==> src/rtl/jogao_pkg.sv <==
// rtl/jogao_pkg.sv - shared frame layout and state encodings for the jogao UART frame receiver
package jogao_pkg;

  localparam int FRAME_W       = 16;
  localparam int ESTADO_W      = 4;
  localparam int MACRO_W       = 4;
  localparam int MICRO_W       = 4;
  localparam int RES_MACRO_W   = 2;
  localparam int RES_JOGO_W    = 2;

  localparam int ESTADO_LSB    = 12;
  localparam int MACRO_LSB     = 8;
  localparam int MICRO_LSB     = 4;
  localparam int RES_MACRO_LSB = 2;
  localparam int RES_JOGO_LSB  = 0;

  typedef enum logic [1:0] {
    RX_IDLE  = 2'd0,
    RX_START = 2'd1,
    RX_DATA  = 2'd2,
    RX_STOP  = 2'd3
  } rx_state_e;

  typedef enum logic {
    ASM_WAIT_HI = 1'b0,
    ASM_WAIT_LO = 1'b1
  } asm_state_e;

endpackage

==> src/rtl/uart_rx_byte.sv <==
// rtl/uart_rx_byte.sv - 8N1 byte receiver with input synchronizer and mid-bit sampling
module uart_rx_byte
  import jogao_pkg::*;
#(
  parameter int CLKS_PER_BIT = 434
) (
  input  logic       clock,
  input  logic       reset,
  input  logic       s_in,
  output logic [7:0] data,
  output logic       byte_done,
  output logic       stop_err,
  output logic [1:0] state
);

  localparam int TMR_W = (CLKS_PER_BIT > 2) ? $clog2(CLKS_PER_BIT) : 1;
  localparam logic [TMR_W-1:0] BIT_END  = TMR_W'(CLKS_PER_BIT - 1);
  localparam logic [TMR_W-1:0] HALF_END = TMR_W'(CLKS_PER_BIT / 2 - 1);

  logic             s_meta_q, s_sync_q, s_prev_q;
  rx_state_e        state_q, state_d;
  logic [TMR_W-1:0] timer_q, timer_d;
  logic [2:0]       idx_q, idx_d;
  logic [7:0]       shift_q, shift_d;

  // Synchronizer and edge-history flops reset high so a released reset never looks like a start edge.
  always_ff @(posedge clock or negedge reset) begin
    if (!reset) begin
      s_meta_q <= 1'b1;
      s_sync_q <= 1'b1;
      s_prev_q <= 1'b1;
      state_q  <= RX_IDLE;
      timer_q  <= '0;
      idx_q    <= '0;
      shift_q  <= '0;
    end else begin
      s_meta_q <= s_in;
      s_sync_q <= s_meta_q;
      s_prev_q <= s_sync_q;
      state_q  <= state_d;
      timer_q  <= timer_d;
      idx_q    <= idx_d;
      shift_q  <= shift_d;
    end
  end

  always_comb begin
    state_d   = state_q;
    timer_d   = timer_q;
    idx_d     = idx_q;
    shift_d   = shift_q;
    byte_done = 1'b0;
    stop_err  = 1'b0;
    case (state_q)
      RX_IDLE: begin
        timer_d = '0;
        idx_d   = '0;
        if (s_prev_q && !s_sync_q) state_d = RX_START;
      end
      RX_START: begin
        if (timer_q == HALF_END) begin
          timer_d = '0;
          state_d = s_sync_q ? RX_IDLE : RX_DATA;
        end else begin
          timer_d = timer_q + 1'b1;
        end
      end
      RX_DATA: begin
        if (timer_q == BIT_END) begin
          timer_d = '0;
          shift_d = {s_sync_q, shift_q[7:1]};
          if (idx_q == 3'd7) state_d = RX_STOP;
          else               idx_d   = idx_q + 3'd1;
        end else begin
          timer_d = timer_q + 1'b1;
        end
      end
      RX_STOP: begin
        if (timer_q == BIT_END) begin
          timer_d   = '0;
          state_d   = RX_IDLE;
          byte_done = s_sync_q;
          stop_err  = !s_sync_q;
        end else begin
          timer_d = timer_q + 1'b1;
        end
      end
      default: state_d = RX_IDLE;
    endcase
  end

  assign data  = shift_q;
  assign state = state_q;

endmodule

==> src/rtl/uart_frame_rx.sv <==
// rtl/uart_frame_rx.sv - two-byte frame assembler with inter-byte timeout and registered field outputs
module uart_frame_rx
  import jogao_pkg::*;
#(
  parameter int CLKS_PER_BIT = 434,
  parameter int TIMEOUT_CLKS = 20 * 434
) (
  input  logic                   clock,
  input  logic                   reset,
  input  logic                   s_in,
  output logic [ESTADO_W-1:0]    estado,
  output logic [MACRO_W-1:0]     macro,
  output logic [MICRO_W-1:0]     micro,
  output logic [RES_MACRO_W-1:0] resultado_macro,
  output logic [RES_JOGO_W-1:0]  resultado_jogo,
  output logic                   frame_valid,
  output logic                   frame_err,
  output logic [1:0]             db_estado_rx
);

  localparam int TO_W = $clog2(TIMEOUT_CLKS + 1);
  localparam logic [TO_W-1:0] TO_END = TO_W'(TIMEOUT_CLKS - 1);

  logic [7:0]         rx_data;
  logic               rx_done, rx_stop_err;
  logic [1:0]         rx_state;

  asm_state_e         asm_q, asm_d;
  logic [7:0]         hi_q, hi_d;
  logic [TO_W-1:0]    to_q, to_d;
  logic [FRAME_W-1:0] frame_q, frame_d;
  logic               valid_q, valid_d;
  logic               err_q, err_d;

  uart_rx_byte #(
    .CLKS_PER_BIT(CLKS_PER_BIT)
  ) u_rx_byte (
    .clock    (clock),
    .reset    (reset),
    .s_in     (s_in),
    .data     (rx_data),
    .byte_done(rx_done),
    .stop_err (rx_stop_err),
    .state    (rx_state)
  );

  always_ff @(posedge clock or negedge reset) begin
    if (!reset) begin
      asm_q   <= ASM_WAIT_HI;
      hi_q    <= '0;
      to_q    <= '0;
      frame_q <= '0;
      valid_q <= 1'b0;
      err_q   <= 1'b0;
    end else begin
      asm_q   <= asm_d;
      hi_q    <= hi_d;
      to_q    <= to_d;
      frame_q <= frame_d;
      valid_q <= valid_d;
      err_q   <= err_d;
    end
  end

  // A stop error wins over everything, so valid and err can never fire together.
  always_comb begin
    asm_d   = asm_q;
    hi_d    = hi_q;
    to_d    = to_q;
    frame_d = frame_q;
    valid_d = 1'b0;
    err_d   = 1'b0;
    if (rx_stop_err) begin
      asm_d = ASM_WAIT_HI;
      to_d  = '0;
      err_d = 1'b1;
    end else begin
      case (asm_q)
        ASM_WAIT_HI: begin
          to_d = '0;
          if (rx_done) begin
            hi_d  = rx_data;
            asm_d = ASM_WAIT_LO;
          end
        end
        ASM_WAIT_LO: begin
          if (rx_done) begin
            frame_d = {hi_q, rx_data};
            valid_d = 1'b1;
            asm_d   = ASM_WAIT_HI;
            to_d    = '0;
          end else if (rx_state == RX_IDLE) begin
            if (to_q == TO_END) begin
              err_d = 1'b1;
              asm_d = ASM_WAIT_HI;
              to_d  = '0;
            end else begin
              to_d = to_q + 1'b1;
            end
          end
        end
        default: asm_d = ASM_WAIT_HI;
      endcase
    end
  end

  assign estado          = frame_q[ESTADO_LSB    +: ESTADO_W];
  assign macro           = frame_q[MACRO_LSB     +: MACRO_W];
  assign micro           = frame_q[MICRO_LSB     +: MICRO_W];
  assign resultado_macro = frame_q[RES_MACRO_LSB +: RES_MACRO_W];
  assign resultado_jogo  = frame_q[RES_JOGO_LSB  +: RES_JOGO_W];
  assign frame_valid     = valid_q;
  assign frame_err       = err_q;
  assign db_estado_rx    = rx_state;

endmodule

==> config.mk <==
export PLATFORM = sky130hd
export DESIGN_NAME = uart_frame_rx
export DESIGN_NICKNAME = d
export VERILOG_FILES = /design/src/rtl/jogao_pkg.sv /design/src/rtl/uart_rx_byte.sv /design/src/rtl/uart_frame_rx.sv
export SDC_FILE = /design/constraint.sdc
export NUM_CORES = 1
export LEC_CHECK = 0
export ABC_AREA = 1
export CAP_MARGIN = 0
export CORE_UTILIZATION = 58
export CTS_CLUSTER_DIAMETER = 40
export CTS_CLUSTER_SIZE = 20
export DETAILED_ROUTE_END_ITERATION = 8
export GPL_TIMING_DRIVEN = 0
export PLACE_DENSITY_LB_ADDON = 0.1
export SLEW_MARGIN = 10
export SYNTH_ARGS = -nofsm -noshare
export SYNTH_HDL_FRONTEND = slang
export SYNTH_HIERARCHICAL = 1
export SYNTH_SLANG_ARGS = --single-unit
==> constraint.sdc <==
create_clock -name clock -period 2.5 [get_ports clock]
set_input_delay 0.5 -clock clock [delete_from_list [all_inputs] [get_ports clock]]
set_output_delay 0.5 -clock clock [all_outputs]
set_load 0.005 [all_outputs]
==> out/metrics.csv <==
metric,value,unit
outcome,"finished, final reports clean",
Worst Clk Skew,0.00944,ns
first drt pass iteration count,5,
Final Hold Fails,0,
VDD IR-drop max,0.000562,V
clock slew at reported path FFs,0.08,ns
number of diodes,0,
dpl hpwl,4090,µm
WL/cell,12.4,µm
vias in the first global route,2269,
clock tree sinks,66,
RR Startpoint,u_rx_byte/timer_q[1]$_DFF_PN0_,
synth unique cells,39,
pre-CTS setup slack,-0.0466,ns
CORE AREA,5200,µm²
r2r setup slk,0.25,ns
Leak,1.79,nW
most frequent cells in the layout,"nand2_1 (96), dfrtp_1 (63), inv_1 (42)",
max incr delay on CP,0.44,ns
RSZ-0062 raised after global routing,no,
Syn Area/Cell,8.81,µm²
CTS tree,yes,
number of synthesized flops with an enable pin,0,
critical path type,register to register,
Mapped Area,3180,µm²
"Seq/Total Area, Yosys",0.520,
Slew @ Worst Pin,0.798,ns
IO buf count,22,
Highest Clock Rate,444,MHz
layout cells sized above 1,0.188,
fin nets,403,
Synth Flop Type,dfrtp_1,
CTS Buf Count,9,
Total GRT Usage,0.223,
Die W,76.1,µm
fraction of the cycle the final worst path needs,0.901,
post-route DRC violation count,0,
post-route minimum period,2.25,ns
chip height,76.1,µm
Die ar.,5790,µm²
Rows,26,
CTS H-tree lvls,3,
vias,2426,
# fillers,404,
Setup-failing EPs final,0,
max_slew headroom,0.468,
ANT nets after route,0,
slowest CP cell,nor4_2,
Synth Register Bits,66,
setup ws final,0.248,ns
global-route wire length before repair,10100,µm
CP Cell Sequence,inv_1 -> ha_1 -> nand2_1 -> nor2_4 -> nand2_4 -> nor4_2 -> nor3_2 -> nand2_1 -> buf_2 -> o21ai_0 -> nand2_1 -> inv_1,
Top-Level Pins,23,
largest net degree at the start of global routing,67,
Worst-Skew Late Latency,0.34,ns
initial antenna violation count,0,
area grow syn2layout,17.1,%
share of flip-flops with an asynchronous set or reset,1.00,
net count after synthesis,370,
Max Cap Viol,0,
CP max FO,10,
via/cell ratio,5.17,
CP endpoint kind,register,
critical path arrival,2.50,ns
Post-CTS Setup Bufs,0,
Pins Over Slew Limit,0,
Crit. Startpoint,u_rx_byte/timer_q[1]$_DFF_PN0_,
Root Buffer,clkbuf_8,
Critical Path Source Type,register,
Starting Density,0.611,
"Warnings, synthesis",6,
P per Cell Area,695,nW/µm²
Hold Crit Class,primary input to async pin,
"commonest non-fill, non-tap cell in the layout",nand2_1,
CP dominant cell by count,nand2_1,
final wirelength,5800,µm
violation count after the first detailed-routing iteration,223,
Final Util,0.716,
Mapped Cells,361,
CTS hold repair buffers,0,
GP Congestion,0.870,
critical path required time,2.74,ns
CTS max path bufs,2,
gr ovfl total,0,
repair_timing:
item | 4_1_cts | 5_1_grt
endpoints found under the setup margin | 4 | 24
pin swaps | 0 | 1
resized for setup | 1 | 1
synth_stat cells, types with 2 or more instances:
| master | n | share of area |
|---|---|---|
| nand2_1 | 96 | 0.11 |
| dfrtp_1 | 63 | 0.50 |
| inv_1 | 42 | 0.050 |
| nor2_1 | 28 | 0.033 |
| nand3_1 | 24 | 0.038 |
| o21ai_0 | 13 | 0.020 |
| o21ai_2 | 12 | 0.033 |
| a21oi_1 | 8 | 0.013 |
| ha_1 | 6 | 0.024 |
| nand4_1 | 6 | 0.012 |
| inv_2 | 5 | 0.0059 |
| nand2_2 | 5 | 0.0098 |
| nor2_2 | 4 | 0.0079 |
| nor3_2 | 4 | 0.013 |
| a21oi_2 | 3 | 0.0083 |
| buf_2 | 3 | 0.0047 |
| buf_6 | 3 | 0.011 |
| dfstp_2 | 3 | 0.025 |
| inv_4 | 3 | 0.0059 |
| nor3_1 | 3 | 0.0047 |
| a31o_2 | 2 | 0.0055 |
| nand2_4 | 2 | 0.0071 |
| nand3_2 | 2 | 0.0063 |
| nor2_4 | 2 | 0.0071 |
| nor4_1 | 2 | 0.0039 |
| o22ai_1 | 2 | 0.0039 |
| xnor2_1 | 2 | 0.0055 |
| xor2_1 | 2 | 0.0055 |
final cells by class:
cell class	count	area [µm²]	share of cell area
Timing Repair Buffer	22	218	0.0584
Inverter	50	195	0.0524
Clock inverter	7	103	0.0275
Tap cell	70	87.6	0.0235
Buffer	7	56.3	0.0151
Sequential cell	66	1660	0.444
Clock buffer	9	124	0.0332
Multi-Input combinational cell	238	1290	0.346
through the flow:
step	instance area [µm²]	power [mW]	cells	TNS (ns)	hold slack [ns]
after floorplan	3180	1.48	361	0	0.204
after global placement	3490	1.59	453	-76.31	0.346
after detailed placement	3490	1.60	453	-0.0762	0.348
after CTS	3720	2.60	469	0	0.271
after global routing	3730	2.71	469	0	0.318
final	3730	2.59	469	0	0.239
layer usage:
layer  up-vias  track usage  part of all wire
li1       1224            -                 -
met1      1132        0.315              0.48
met2        64        0.330              0.47
met3         6       0.0383             0.046
met4         0        0.123             0.010
met5         -            0                 0
cells by family after synthesis:
group / after synthesis / share of synthesized area
AND/OR/NAND/NOR: 181 / 0.266
flip-flops: 66 / 0.520
buffers and inverters: 57 / 0.0790
AO/OA/AOI/OAI: 46 / 0.0967
adder cells (fa/ha/maj): 6 / 0.0236
XOR/XNOR: 4 / 0.0110
multiplexers: 1 / 0.00315
critical path, delay by kind of cell (launching register included):
kind / cells / cell delay (ns)
buffers and inverters: 3 / 0.38
flip-flops: 1 / 0.40
adder cells (fa/ha/maj): 1 / 0.16
AO/OA/AOI/OAI: 1 / 0.11
AND/OR/NAND/NOR: 7 / 1.10
flip-flops by register name, summed over array words and instances (netlist names), named ones only:
register,cells
u_rx_byte/s_meta_q,1
u_rx_byte/s_prev_q,1
asm_q,1
u_rx_byte/timer_q,9
u_rx_byte/idx_q,3
u_rx_byte/data,8
frame_err,1
frame_q,16
frame_valid,1
hi_q,8
u_rx_byte/s_sync_q,1
to_q,14
u_rx_byte/state,1
path summary, 6_finish.rpt:
kind / cells past startpoint / to
setup / recovery: 12 / to_q[8]$_DFFE_PN0P_
hold / removal: 1 / frame_q[15]$_DFFE_PN0P_
setup reg to reg: 12 / to_q[8]$_DFFE_PN0P_
hold reg to reg: 0 / u_rx_byte/s_sync_q$_DFF_PN1_
max in group asynchronous: 1 / to_q[3]$_DFFE_PN0P_
min in group clock: 0 / u_rx_byte/s_sync_q$_DFF_PN1_
where the power goes:
part / leakage [nW] / switching, mW / internal, mW / total, mW
combinational: 0.778 / 0.262 / 0.143 / 0.405
sequential: 0.905 / 0.0673 / 1.11 / 1.18
clock: 0.110 / 0.433 / 0.569 / 1.00
Note: power is estimated with default switching activity, not from simulation.
